### src/rtl/descrambler_pkg.sv
// ---------------------------------------------------------------------------------------------
// descrambler_pkg
// Shared constants and helpers for the 8-bit additive descrambler.
//   TapMask      : feedback taps of x^8+x^6+x^5+x^4+1 (state bits 7,5,4,3)
//   DefaultSeed  : LFSR state after reset, also substituted for an all-zero seed
//   lfsr_step    : one Fibonacci shift, new bit enters at bit 0
//   lfsr_advance8: eight shifts, i.e. one keystream byte consumed
//   seed_fix     : maps the lock-up seed 8'h00 to DefaultSeed
// ---------------------------------------------------------------------------------------------
package descrambler_pkg;

   localparam logic [7:0] TapMask     = 8'hB8;
   localparam logic [7:0] DefaultSeed = 8'h01;

   function automatic logic [7:0] lfsr_step(input logic [7:0] s);
      return {s[6:0], ^(s & TapMask)};
   endfunction

   function automatic logic [7:0] lfsr_advance8(input logic [7:0] s);
      logic [7:0] v;
      v = s;
      for (int i = 0; i < 8; i++) begin
         v = lfsr_step(v);
      end
      return v;
   endfunction

   function automatic logic [7:0] seed_fix(input logic [7:0] seed);
      return (seed == 8'h00) ? DefaultSeed : seed;
   endfunction

endpackage

### src/rtl/xor_gate_8bit.sv
// ---------------------------------------------------------------------------------------------
// xor_gate_8bit
// Bitwise XOR of two bytes.
//   inA  : first operand
//   inB  : second operand
//   outY : inA ^ inB
// ---------------------------------------------------------------------------------------------
module xor_gate_8bit (
   input  logic [7:0] inA,
   input  logic [7:0] inB,
   output logic [7:0] outY
);

   assign outY = inA ^ inB;

endmodule

### src/rtl/descrambler_8bit.sv
// ---------------------------------------------------------------------------------------------
// descrambler_8bit
// Additive (keystream XOR) descrambler, one byte per clock, single output register with
// pass-through backpressure.
//   clk      : rising-edge clock
//   rst      : synchronous active-high reset
//   inLoad   : seed-load strobe; blocks upstream transfers on that cycle
//   inSeed   : LFSR seed, used when inLoad=1 (8'h00 replaced by 8'h01)
//   inData   : scrambled byte from upstream
//   inValid  : upstream byte valid
//   outReady : block can accept a byte this cycle
//   outY     : descrambled byte
//   outValid : outY valid
//   inReady  : downstream accepts outY
//   outCount : bytes accepted since last reset or load (wraps)
// ---------------------------------------------------------------------------------------------
module descrambler_8bit #(
   parameter int unsigned COUNT_W = 16
) (
   input  logic               clk,
   input  logic               rst,
   input  logic               inLoad,
   input  logic [7:0]         inSeed,
   input  logic [7:0]         inData,
   input  logic               inValid,
   output logic               outReady,
   output logic [7:0]         outY,
   output logic               outValid,
   input  logic               inReady,
   output logic [COUNT_W-1:0] outCount
);

   import descrambler_pkg::*;

   localparam logic [COUNT_W-1:0] CountOne = {{(COUNT_W-1){1'b0}}, 1'b1};

   logic [7:0]         r_state;
   logic [7:0]         r_y;
   logic               r_valid;
   logic [COUNT_W-1:0] r_count;

   logic               w_ready;
   logic               w_xfer;
   logic [7:0]         w_xor;
   logic [7:0]         w_state_d;
   logic [7:0]         w_y_d;
   logic               w_valid_d;
   logic [COUNT_W-1:0] w_count_d;

   // Output slot is free when empty or draining this cycle; a load cycle never takes data.
   assign w_ready = (!r_valid || inReady) && !inLoad;
   assign w_xfer  = inValid && w_ready;

   // Keystream byte is the current LFSR state itself (bit 7 is the oldest bit).
   xor_gate_8bit u_xor (
      .inA  (inData),
      .inB  (r_state),
      .outY (w_xor)
   );

   always_comb begin
      w_state_d = r_state;
      w_y_d     = r_y;
      w_valid_d = r_valid;
      w_count_d = r_count;

      if (r_valid && inReady) begin
         w_valid_d = 1'b0;
      end

      if (inLoad) begin
         w_state_d = seed_fix(inSeed);
         w_count_d = '0;
      end else if (w_xfer) begin
         w_state_d = lfsr_advance8(r_state);
         w_y_d     = w_xor;
         w_valid_d = 1'b1;
         w_count_d = r_count + CountOne;
      end
   end

   always_ff @(posedge clk) begin
      if (rst) begin
         r_state <= DefaultSeed;
         r_y     <= 8'h00;
         r_valid <= 1'b0;
         r_count <= '0;
      end else begin
         r_state <= w_state_d;
         r_y     <= w_y_d;
         r_valid <= w_valid_d;
         r_count <= w_count_d;
      end
   end

   assign outReady = w_ready;
   assign outY     = r_y;
   assign outValid = r_valid;
   assign outCount = r_count;

endmodule
### config.mk
export PLATFORM = sky130hd
export DESIGN_NAME = descrambler_8bit
export DESIGN_NICKNAME = d
export VERILOG_FILES = /design/src/rtl/descrambler_pkg.sv /design/src/rtl/xor_gate_8bit.sv /design/src/rtl/descrambler_8bit.sv
export SDC_FILE = /design/constraint.sdc
export NUM_CORES = 1
export LEC_CHECK = 0
export CORE_MARGIN = 5
export CORE_UTILIZATION = 50
export DETAILED_ROUTE_END_ITERATION = 10
export GPL_TIMING_DRIVEN = 0
export PLACE_DENSITY_LB_ADDON = 0.05
export SLEW_MARGIN = 20
export SYNTH_ARGS = -nofsm -noshare
export SYNTH_HDL_FRONTEND = slang
export SYNTH_HIERARCHICAL = 1
export SYNTH_SLANG_ARGS = --single-unit
### constraint.sdc
create_clock -name clk -period 2.9 [get_ports clk]
set_input_delay 0.29 -clock clk [delete_from_list [all_inputs] [get_ports clk]]
set_output_delay 0.29 -clock clk [all_outputs]
set_load 0.05 [all_outputs]
After elaboration in Yosys (flattened, before gate mapping)

Cells that the tools add are included.

Add/subtract/negate cells: 1
Multiplexer cells: 6
Bitwise logic cells: 2
Reductions and logical operators: 18

Operators by type and width:

| cell                                                             | number |
|---|---|
| 8-bit XOR reduction                                              | 8 |
| 8-bit 2-to-1 mux                                                 | 3 |
| 16-bit by 1-bit adder with 16-bit output (second input constant) | 1 |
| 8-bit zero test                                                  | 1 |
| 8-bit XOR                                                        | 1 |
| 1-bit logical AND                                                | 3 |
| 1-bit 2-to-1 mux                                                 | 3 |
| 1-bit zero test                                                  | 2 |
| 2-bit AND reduction                                              | 1 |
| 2-bit nonzero test                                               | 1 |
| 2-bit OR reduction                                               | 1 |
| 1-bit logical OR                                                 | 1 |
| 1-bit NOT                                                        | 1 |

Register bits: 33
Input bits: 21
Output and inout bits: 26
Word-level logic and storage cells: 31

Depth between registers and ports, before layout

Gate-level depths: netlist (run 1).

Depth after elaboration: 6
Gate-level depth with buffers: 5
Depth with buffers taken out: 5

Hierarchy

Netlist (run 1), hierarchy kept.

Modules (own cells, without submodules):

| module           | instances | cells an instance | area each (sq um) | seq. area each (sq um) |
|---|---|---|---|---|
| descrambler_8bit | 1         | 184               | 1559.0            | 660.6 |
| xor_gate_8bit    | 1         | 8                 | 70.1              | 0.0 |

Worst setup path before layout (run 1)

OpenSTA, ideal clock, no wires.

Kind: register to register
Start point: register r_count[0] (netlist: outCount[0])
End point: register r_count[15] (netlist: outCount[15])
Library setup time: 0.070 ns
Arrival time: 1.897 ns
Required time: 2.830 ns
Setup slack: 0.933 ns
Stages on the path, launching flop included: 6
Buffers on the path: 1
Period minus slack after synthesis: 1.967 ns
Cell sequence: dfxtp_1 > nand3_1 > or3_1 > buf_2 > or4_1 > a21oi_1

Word-level cells in the longest chain between the ends: 1

Ends and longest elaborated chain:

| item                                     | RTL line               | RTL |
|---|---|---|
| from (decl)                              | descrambler_8bit.sv:40 | `logic [COUNT_W-1:0] r_count;` |
| from (signal assigned)                   | descrambler_8bit.sv:92 | `r_count <= w_count_d;` |
| 16-bit by 1-bit adder with 16-bit output | descrambler_8bit.sv:78 | `w_count_d = r_count + CountOne;` |

No other way between the ends.
A chain may end at the register's enable or synchronous reset.

Worst setup path in the final report (run 1)

Start point: input inLoad
End point: output outReady

Word-level cells in the longest chain between the ends: 2

Ends and longest elaborated chain:

| item              | RTL line               | RTL |
|---|---|---|
| from (decl)       | descrambler_8bit.sv:22 | `input logic inLoad,` |
| 1-bit zero test   | descrambler_8bit.sv:51 | `assign w_ready = (!r_valid \|\| inReady) && !inLoad;` |
| 1-bit logical AND | descrambler_8bit.sv:51 |  |
| to (decl)         | descrambler_8bit.sv:26 | `output logic outReady,` |

No other way between the ends.

==> results of run 1 <==
critical path: cells and delay by family:
family                 cells  cell delay [ns]
buffers and inverters      3             1.60
and+or+nand+nor            1             0.09
sequential cells by signal, summed over array words and instances (netlist names):
signal / flops
r_state: 8
outValid: 1
outY: 8
outCount: 16
cells in the final DEF (no fill, tap or decap), drive strengths merged, types with 2 or more instances in the layout:
master,count
a21oi,26
a22oi,7
and4,2
buf,2
clkbuf,14
clkdlybuf4s50,45
dfxtp,33
nand2,32
nand2b,2
nand3,4
nand4,6
nor2,10
nor4,3
o21ai,5
o31ai,4
or3,5
or4,5
xnor2,13
xor2,17
kinds of logic (layout without fill, tap and decap cells):
logic type / Yosys count / in the layout / share of synthesized area (%)
compound gates: 43 / 43 / 15.1
xor+xnor: 31 / 31 / 17.5
fa+ha+maj: 1 / 1 / 0.768
buf+inv: 9 / 62 / 2.23
flops: 33 / 33 / 40.6
simple gates: 75 / 75 / 23.8
layout make-up:
| type | count | area [um^2] | share of cell area (%) |
|---|---|---|---|
| multi-input combinational | 150 | 932 | 42.0 |
| sequential | 33 | 661 | 29.8 |
| timing repair buffer | 45 | 450 | 20.3 |
| clock buffer | 7 | 55.1 | 2.48 |
| tap | 44 | 55.1 | 2.48 |
| buffer | 9 | 36.3 | 1.63 |
| clock inverter | 1 | 30.0 | 1.35 |
cells in the mapped netlist:
library cell	count	share of area, %
and3_1	1	0.38
and2_1	1	0.38
xnor2_1	13	7.0
o31ai_1	4	1.8
nand3b_1	1	0.46
or4_1	5	2.3
xor2_1	17	9.1
dfxtp_1	33	41
and2b_1	1	0.46
or2_2	1	0.38
xnor3_1	1	1.4
nand2b_4	1	0.84
nor2b_4	1	0.84
a21oi_1	26	8.0
a221oi_1	1	0.54
nor2_1	10	2.3
nand4_1	6	2.3
or3_1	5	1.9
ha_1	1	0.77
a22oi_1	7	3.2
nand3_1	4	1.2
o21ai_0	5	1.5
and4_1	2	1.1
clkbuf_1	7	1.6
buf_2	2	0.61
nor4_1	3	1.2
nand2_1	32	7.4
nand2b_1	1	0.38
routing by layer:
layer	up-vias	global-route usage (%)
met5	-	0
met4	0	8.10
met3	10	6.07
met2	36	35.3
met1	752	22.3
li1	784	-
worst paths after layout:
path	start	slack [ns]	cells past startpoint	to
worst max-delay path	inLoad	0.63	4	outReady
worst min-delay path	rst	0.31	2	outY[7]
worst max register to register	outCount[0]	1.11	5	outCount[12]
worst min register to register	outY[3]	0.46	2	outY[3]
power breakdown:
group | leakage (nW) | switching, mW | internal (mW) | total, mW
Combinational | 0.446 | 0.110 | 0.102 | 0.213
Clock | 0.0455 | 0.164 | 0.206 | 0.370
Sequential | 0.269 | 0.0230 | 0.472 | 0.495
Total | 0.760 | 0.298 | 0.780 | 1.08
stage by stage:
stage               std cells  total power, mW  setup WS, ns
global placement          281            0.712         0.654
global route              289             1.13         0.555
floorplan                 192            0.646         0.933
CTS                       289             1.09         0.622
finish                    289             1.08         0.629
detailed placement        281            0.717         0.621
==> metrics.cfg, run 1 <==
[placed_design]
gp_congestion=0.852
place_area_um2=2130
portBuffers=45
dp.final_hpwl_um=3020

[layout]
fillers=256
fin_area_um2=2220
post-route-util_pct=72.1
nNetsFinal=266
diodes=0
drive_gt1_share_pct=4.90
area_growth_pct=36.3

[sta]
period_needed_ns=2.27
rsz0062_at_grt=no
setup_viol=0
period_share_pct=78.3
clock_skew_ns=0.00359
relSlewSlack_pct=51.5
slew_violations=0
fin_setup_tns_ns=0
worst_pin_slew_ns=0.725
finalHoldViolations=0
fin_hold_ws_ns=0.308
fmaxAchievable_ghz=0.440

[yosys]
syn-num-nets=214
netlist_area_um2=1630
postSynthCellCount=192
synth.distinct_cells=28
syn_avg_cell_area_um2=8.48
ys_ff_latch=33
ys_seq_area_share_pct=40.6
ys.warnings.count=6

[worst_setup_path]
critical_path_class=input port to primary output
worstPathMaxFanout=10
crit_top_cell=clkdlybuf4s50_1
start_kind=input port
critPathMaxStageDelay_ns=0.71
path_cells=clkdlybuf4s50_1 -> clkbuf_1 -> nor2_1 -> clkdlybuf4s50_1
worstPathRequired_ns=2.61
slowest_stage=clkdlybuf4s50_1
arrival_ns=1.98
critPathCaptureType=primary output

[grt]
grt.overflow.total=0
grt_pass1_wl_um=6930
grt_pass1_vias=1560
antenna_found_initial=0
grt_max_degree=11
track_usage_pct=20.1

[die]
rows=20
die_h_um=67.1
die-area_um2=4500
io_pins=47
start_util_pct=52.9
core-area_um2=3080
die_w_um=67.1

[route]
dr.pass1.iters=4
route.met3.wl_um=190
wl_met1_um=1630
viasPerCell=5.47
ant_nets=0
met2_length_um=2080
drc=0
wire_per_inst_um=13.8
wirelength_um=3980
num_vias=1582
dr.max_layer_used=met4
initialDrtViolationCount=155

[outcome]
status=completed

[power]
ir_worst_vdd_uv=283
cellPowerDensity_nw_per_um2=485
p_leak_nw=0.760

[clock_network]
clk_pin_slew_worst_paths_ns=0.10
cts_tree=yes
clk_path_buf_depth=2
postCtsResizedCells=0
insertion_delay_ns=0.34
cts_root_buffer=clkbuf_4
holdBufCountCts=0
htree_num_levels=2
cts_setup_buffers=0
clock_sinks=33
cts_made_buffers=5

[run]
max_cap_violations=0

[min_path]
hold_class=input port to flop

(Power assumes the default switching activity.)
==> run 2, diff against run 1 <==
--- a/config.mk
+++ b/config.mk
@@ -6,7 +6,7 @@
 export NUM_CORES = 1
 export LEC_CHECK = 0
 export CORE_MARGIN = 5
-export CORE_UTILIZATION = 50
+export CORE_UTILIZATION = 42
 export DETAILED_ROUTE_END_ITERATION = 10
 export GPL_TIMING_DRIVEN = 0
 export PLACE_DENSITY_LB_ADDON = 0.05
==> constraint.sdc (replaced) <==
create_clock -name clk -period 2.04 [get_ports clk]
set_input_delay 0.204 -clock clk [delete_from_list [all_inputs] [get_ports clk]]
set_output_delay 0.204 -clock clk [all_outputs]
set_load 0.05 [all_outputs]
==> run 2 against run 1 <==
Combinational power is 40% higher. First-iteration DRC count is 57% lower. Die area is 16% higher. Critical endpoint is now r_state[2]. Highest routed layer unchanged.
==> metrics.cfg, run 2 (synthesis gave the netlist of run 1 again) <==
[route]
ant_nets=0  ; unchanged
initialDrtViolationCount=66  ; -57%
drc=0  ; unchanged
viasPerCell=5.36  ; -2.1%
wire_per_inst_um=13.8  ; +0.15%
wirelength_um=4040  ; +1.5%
num_vias=1571  ; -0.70%
dr.pass1.iters=4  ; unchanged

[grt]
grt.overflow.total=0  ; unchanged
grt_max_degree=11  ; unchanged
grt_pass1_vias=1517  ; -2.8%
track_usage_pct=16.5  ; -3.6 points
antenna_found_initial=0  ; unchanged
grt_pass1_wl_um=6810  ; -1.7%

[worst_setup_path]
regToRegEndpoint=outCount[14]
r2r-start=outCount[0]
crit_buf_inv=2  ; -1
rr_worst_depth=5  ; unchanged
r2r_slack_ns=0.26  ; -0.85 ns
path_cells=clkdlybuf4s50_1 -> nand2b_4 -> nor2_1 -> clkbuf_1 -> nand2_1 -> a21oi_1
worstPathMaxFanout=10  ; unchanged
critical_path_class=input port to flop
critical_path.top_delay_family=buffers and inverters
arrival_ns=2.02  ; +0.04 ns
worstPathRequired_ns=2.26  ; -0.35 ns
start_kind=input port
slowest_stage=clkdlybuf4s50_1
critPathCaptureType=flop
critPathMaxStageDelay_ns=0.55  ; -0.16 ns

[sta]
clock_skew_ns=0.00403  ; +0.000442 ns
finalHoldViolations=0  ; unchanged
slew_violations=0  ; unchanged
setup_slack_ns=0.233  ; -0.396 ns
fin_setup_tns_ns=0  ; unchanged
period_share_pct=88.6
fin_hold_ws_ns=0.315  ; +0.00696 ns
worst_pin_slew_ns=0.694  ; -0.0311 ns
rsz0062_at_grt=no
relSlewSlack_pct=53.5  ; +2.1 points
setup_viol=0  ; unchanged
period_needed_ns=1.81
fmaxAchievable_ghz=0.553

[min_path]
worstHoldEndpoint=outValid
hp-start=rst
hold_class=input port to flop
min_path_cells=2  ; unchanged

[layout]
nNetsFinal=266  ; unchanged
largest_reg_flops=16  ; unchanged
fin_area_um2=2250  ; +1.6%
diodes=0  ; unchanged
drive_gt1_share_pct=4.90  ; unchanged
mostFrequentLayoutCells=clkdlybuf4s50_1, dfxtp_1, nand2_1
fillers=349  ; +36%
area_growth_pct=38.4
layout_commonest_cell=clkdlybuf4s50_1

[placed_design]
dp.final_hpwl_um=3010  ; -0.36%
portBuffers=45  ; unchanged
gp_congestion=0.845  ; -0.79%
place_ws_ns=-0.0470  ; -0.668 ns
place_area_um2=2140  ; +0.23%

[die]
core-area_um2=3720  ; +21%
rows=22  ; +10%
die-area_um2=5220  ; +16%
die_w_um=72.3  ; +7.8%
start_util_pct=43.8  ; -9.1 points
die_h_um=72.3  ; +7.8%
io_pins=47  ; unchanged

[clock_network]
cts_root_buffer=clkbuf_8
clk_path_buf_depth=2  ; unchanged
cts_setup_buffers=0  ; unchanged
cts_tree=yes
clock_sinks=33  ; unchanged
clk_pin_slew_worst_paths_ns=0.07  ; -0.03 ns
cts_made_buffers=5  ; unchanged
htree_num_levels=2  ; unchanged
insertion_delay_ns=0.29  ; -0.05 ns

[run]
max_cap_violations=0  ; unchanged

[power]
cellPowerDensity_nw_per_um2=728  ; +50%
ir_worst_vdd_uv=427  ; +51%
p_leak_nw=0.775  ; +1.9%

[outcome]
status=completed

==> run 2: metrics by stage <==
stage                     power, mW  utilization [%]  std cells
final                          1.64             60.7        293
after global placement         1.02             57.6        285
after floorplan               0.918                -        192
after global routing           1.72             60.7        293
after CTS                      1.66             60.7        293
after detailed placement       1.02             57.6        285
==> run 2: how the worst max path moves through the flow <==
stage                           start            to  slack, ns  cells after the start
after floorplan           outCount[0]  outCount[15]       0.07                      5
after global placement         inLoad      outReady      -0.04                      4
after detailed placement      inValid    r_state[2]      -0.05                      6
after CTS                     inValid       outY[1]       0.24                      6
after global routing          inValid       outY[2]       0.08                      6
final                         inValid    r_state[2]       0.23                      6
==> run 2: routing by layer <==
| layer | vias up | GRT usage, % | share of wire (%) |
|---|---|---|---|
| li1 | 779 | - | - |
| met1 | 732 | 18.4 | 42 |
| met2 | 48 | 29.1 | 51 |
| met3 | 12 | 3.46 | 5.1 |
| met4 | 0 | 8.98 | 2.7 |
| met5 | - | 0 | 0 |
==> run 2: timing repair <==
item                                    4_1_cts  5_1_grt
endpoints found under the setup margin        1        0
gates resized for setup                       1        0
hold buffers                                  0        0
==> run 2: area by class of cell <==
| class | count | area [um^2] | share of cell area (%) |
|---|---|---|---|
| Sequential cell | 33 | 661 | 29.3 |
| Clock inverter | 1 | 30.0 | 1.33 |
| Tap cell | 48 | 60.1 | 2.66 |
| Clock buffer | 7 | 86.3 | 3.83 |
| Multi-Input combinational cell | 150 | 932 | 41.3 |
| Buffer | 9 | 36.3 | 1.61 |
| Timing Repair Buffer | 45 | 449 | 19.9 |
==> run 2: where the power goes <==
| group | total, mW | switching (mW) | internal, mW | leakage (nW) |
|---|---|---|---|---|
| Sequential | 0.705 | 0.0335 | 0.671 | 0.269 |
| Combinational | 0.299 | 0.154 | 0.144 | 0.448 |
| Clock | 0.638 | 0.240 | 0.398 | 0.0585 |
==> run 3, diff against run 2 <==
--- a/config.mk
+++ b/config.mk
@@ -6,10 +6,12 @@
 export NUM_CORES = 1
 export LEC_CHECK = 0
 export CORE_MARGIN = 5
-export CORE_UTILIZATION = 42
+export CORE_UTILIZATION = 51
 export DETAILED_ROUTE_END_ITERATION = 10
+export DONT_BUFFER_PORTS = 1
 export GPL_TIMING_DRIVEN = 0
 export PLACE_DENSITY_LB_ADDON = 0.05
+export REMOVE_ABC_BUFFERS = 1
 export SLEW_MARGIN = 20
 export SYNTH_ARGS = -nofsm -noshare
 export SYNTH_HDL_FRONTEND = slang
==> run 3 against run 2 <==
Worst hold slack worse by 0.28 ns. Power is 17% lower. Core utilization down 2.8 points. Via count down 13%. Final cell count decreased by 19%. Register-to-register slack got worse by 0.11 ns. Clock skew increased by 0.0076 ns. Wire length decreased by 9.7%. Clock power down 34%. Sequential power up 6.0%. Critical path depth decreased by 2. Die area is 15% lower. Largest cell class unchanged. Largest power group unchanged.
==> metrics.cfg, run 3 (synthesis gave the netlist of run 1 again) <==
[worst_setup_path]
critical_path_class=flop to flop
critPathMaxStageDelay_ns=0.56  ; about the same
worstPathRequired_ns=2.30  ; +0.04 ns
arrival_ns=2.16  ; +0.14 ns
r2r_slack_ns=0.15  ; -0.11 ns
critPathCaptureType=flop
worstPathMaxFanout=7  ; -3
slowest_stage=dfxtp_2
path_cells=and4_1 -> nand4_1 -> or4_1 -> a21oi_1
start_kind=flop

[die]
die_h_um=66.5  ; -8.0%
die_w_um=66.5  ; -8.0%
die-area_um2=4420  ; -15%
rows=20  ; -9.1%
start_util_pct=53.4  ; +9.5 points
io_pins=47  ; unchanged
core-area_um2=3050  ; -18%

[route]
num_vias=1373  ; -13%
ant_nets=0  ; unchanged
dr.pass1.iters=4  ; unchanged
drc=0  ; unchanged
wirelength_um=3650  ; -9.7%
initialDrtViolationCount=82  ; +24%
viasPerCell=5.77  ; +7.6%
wire_per_inst_um=15.3  ; +11%

[grt]
grt_pass1_vias=1301  ; -14%
grt_pass1_wl_um=5990  ; -12%
antenna_found_initial=0  ; unchanged
track_usage_pct=17.9  ; +1.4 points
grt_max_degree=19  ; +8
grt.overflow.total=0  ; unchanged

[placed_design]
portBuffers=0  ; -100%
dp.final_hpwl_um=2620  ; -13%
gp_congestion=0.841  ; -0.52%
place_ws_ns=-0.124  ; -0.0768 ns

[run]
max_cap_violations=0  ; unchanged

[clock_network]
cts_tree=yes
cts_made_buffers=5  ; unchanged
clk_path_buf_depth=2  ; unchanged
htree_num_levels=2  ; unchanged
cts_root_buffer=clkbuf_4
cts_setup_buffers=0  ; unchanged
insertion_delay_ns=0.34  ; +0.05 ns
clk_pin_slew_worst_paths_ns=0.11  ; +0.04 ns
clock_sinks=33  ; unchanged

[sta]
finalHoldViolations=0  ; unchanged
relSlewSlack_pct=40.7  ; -13 points
period_needed_ns=1.89  ; +0.0876 ns
setup_slack_ns=0.145  ; -0.0876 ns
fin_setup_tns_ns=0  ; unchanged
worst_pin_slew_ns=0.886  ; +0.192 ns
period_share_pct=92.9  ; +4.3 points
rsz0062_at_grt=no
slew_violations=0  ; unchanged
setup_viol=0  ; unchanged
clock_skew_ns=0.0117  ; +0.00764 ns
fmaxAchievable_ghz=0.528  ; -4.6%

[layout]
mostFrequentLayoutCells=nand2_1, a21oi_1, dfxtp_1
largest_reg_flops=16  ; unchanged
drive_gt1_share_pct=10.3  ; +5.4 points
layout_commonest_cell=nand2_1
area_growth_pct=8.37
diodes=0  ; unchanged
nNetsFinal=215  ; -19%

[power]
cellPowerDensity_nw_per_um2=768  ; +5.5%
p_leak_nw=0.595  ; -23%
ir_worst_vdd_uv=479  ; +12%

[min_path]
hold_class=input port to flop

[outcome]
status=completed

==> run 3: through the flow <==
| stage | instances | total power, mW | cell area [um^2] | hold slack (ns) | utilization, % |
|---|---|---|---|---|---|
| detailed placement | 227 | 0.941 | 1650 | 0.277 | 54.1 |
| CTS | 238 | 1.37 | 1760 | 0.0265 | 57.6 |
| global route | 238 | 1.43 | 1770 | 0.0156 | 57.8 |
| floorplan | 183 | 0.909 | 1590 | 0.273 | - |
| finish | 238 | 1.36 | 1770 | 0.0360 | 57.8 |
| global placement | 227 | 0.936 | 1650 | 0.276 | 54.0 |
==> run 3: cell type report <==
type / instances / area [um^2]
Timing Repair Buffer: 3 / 30.0
Tap cell: 44 / 55.1
Fill cell: 300 / 1290
Multi-Input combinational cell: 150 / 935
Sequential cell: 33 / 676
Clock inverter: 1 / 5.00
Clock buffer: 7 / 65.1
==> run 3: critical path, delay by kind of cell, from the launching register on <==
kind,cells,cell delay (ns)
flip-flops,1,0.56
AO/OA/AOI/OAI,1,0.16
AND/OR/NAND/NOR,3,1.10
==> run 3: path summary, 6_finish.rpt <==
path / start / end / depth (start not counted)
setup / recovery: outCount[3] / outCount[12] / 4
hold / removal: inValid / outValid / 2
setup reg to reg: outCount[3] / outCount[12] / 4
hold reg to reg: r_state[1] / r_state[1] / 2
==> run 3: routing by layer <==
layer | wire length (um) | vias to the layer above | global-route usage (%)
met5 | 0 | - | 0
met4 | 85 | 0 | 7.61
met3 | 272 | 11 | 8.43
met2 | 1880 | 36 | 30.5
met1 | 1420 | 647 | 18.9
li1 | - | 679 | -
==> run 3: timing repair <==
item,in CTS,in global routing
hold endpoints to repair,17,0
resized for setup,7,3
hold buffers,3,0
pin swaps,0,0
endpoints found under the setup margin,4,3
cloned,0,0
==> run 3: power by group <==
part           switching, mW  internal (mW)  leakage, nW
Sequential            0.0786          0.669        0.273
Combinational         0.0914         0.0942        0.280
Clock                  0.223          0.200       0.0413
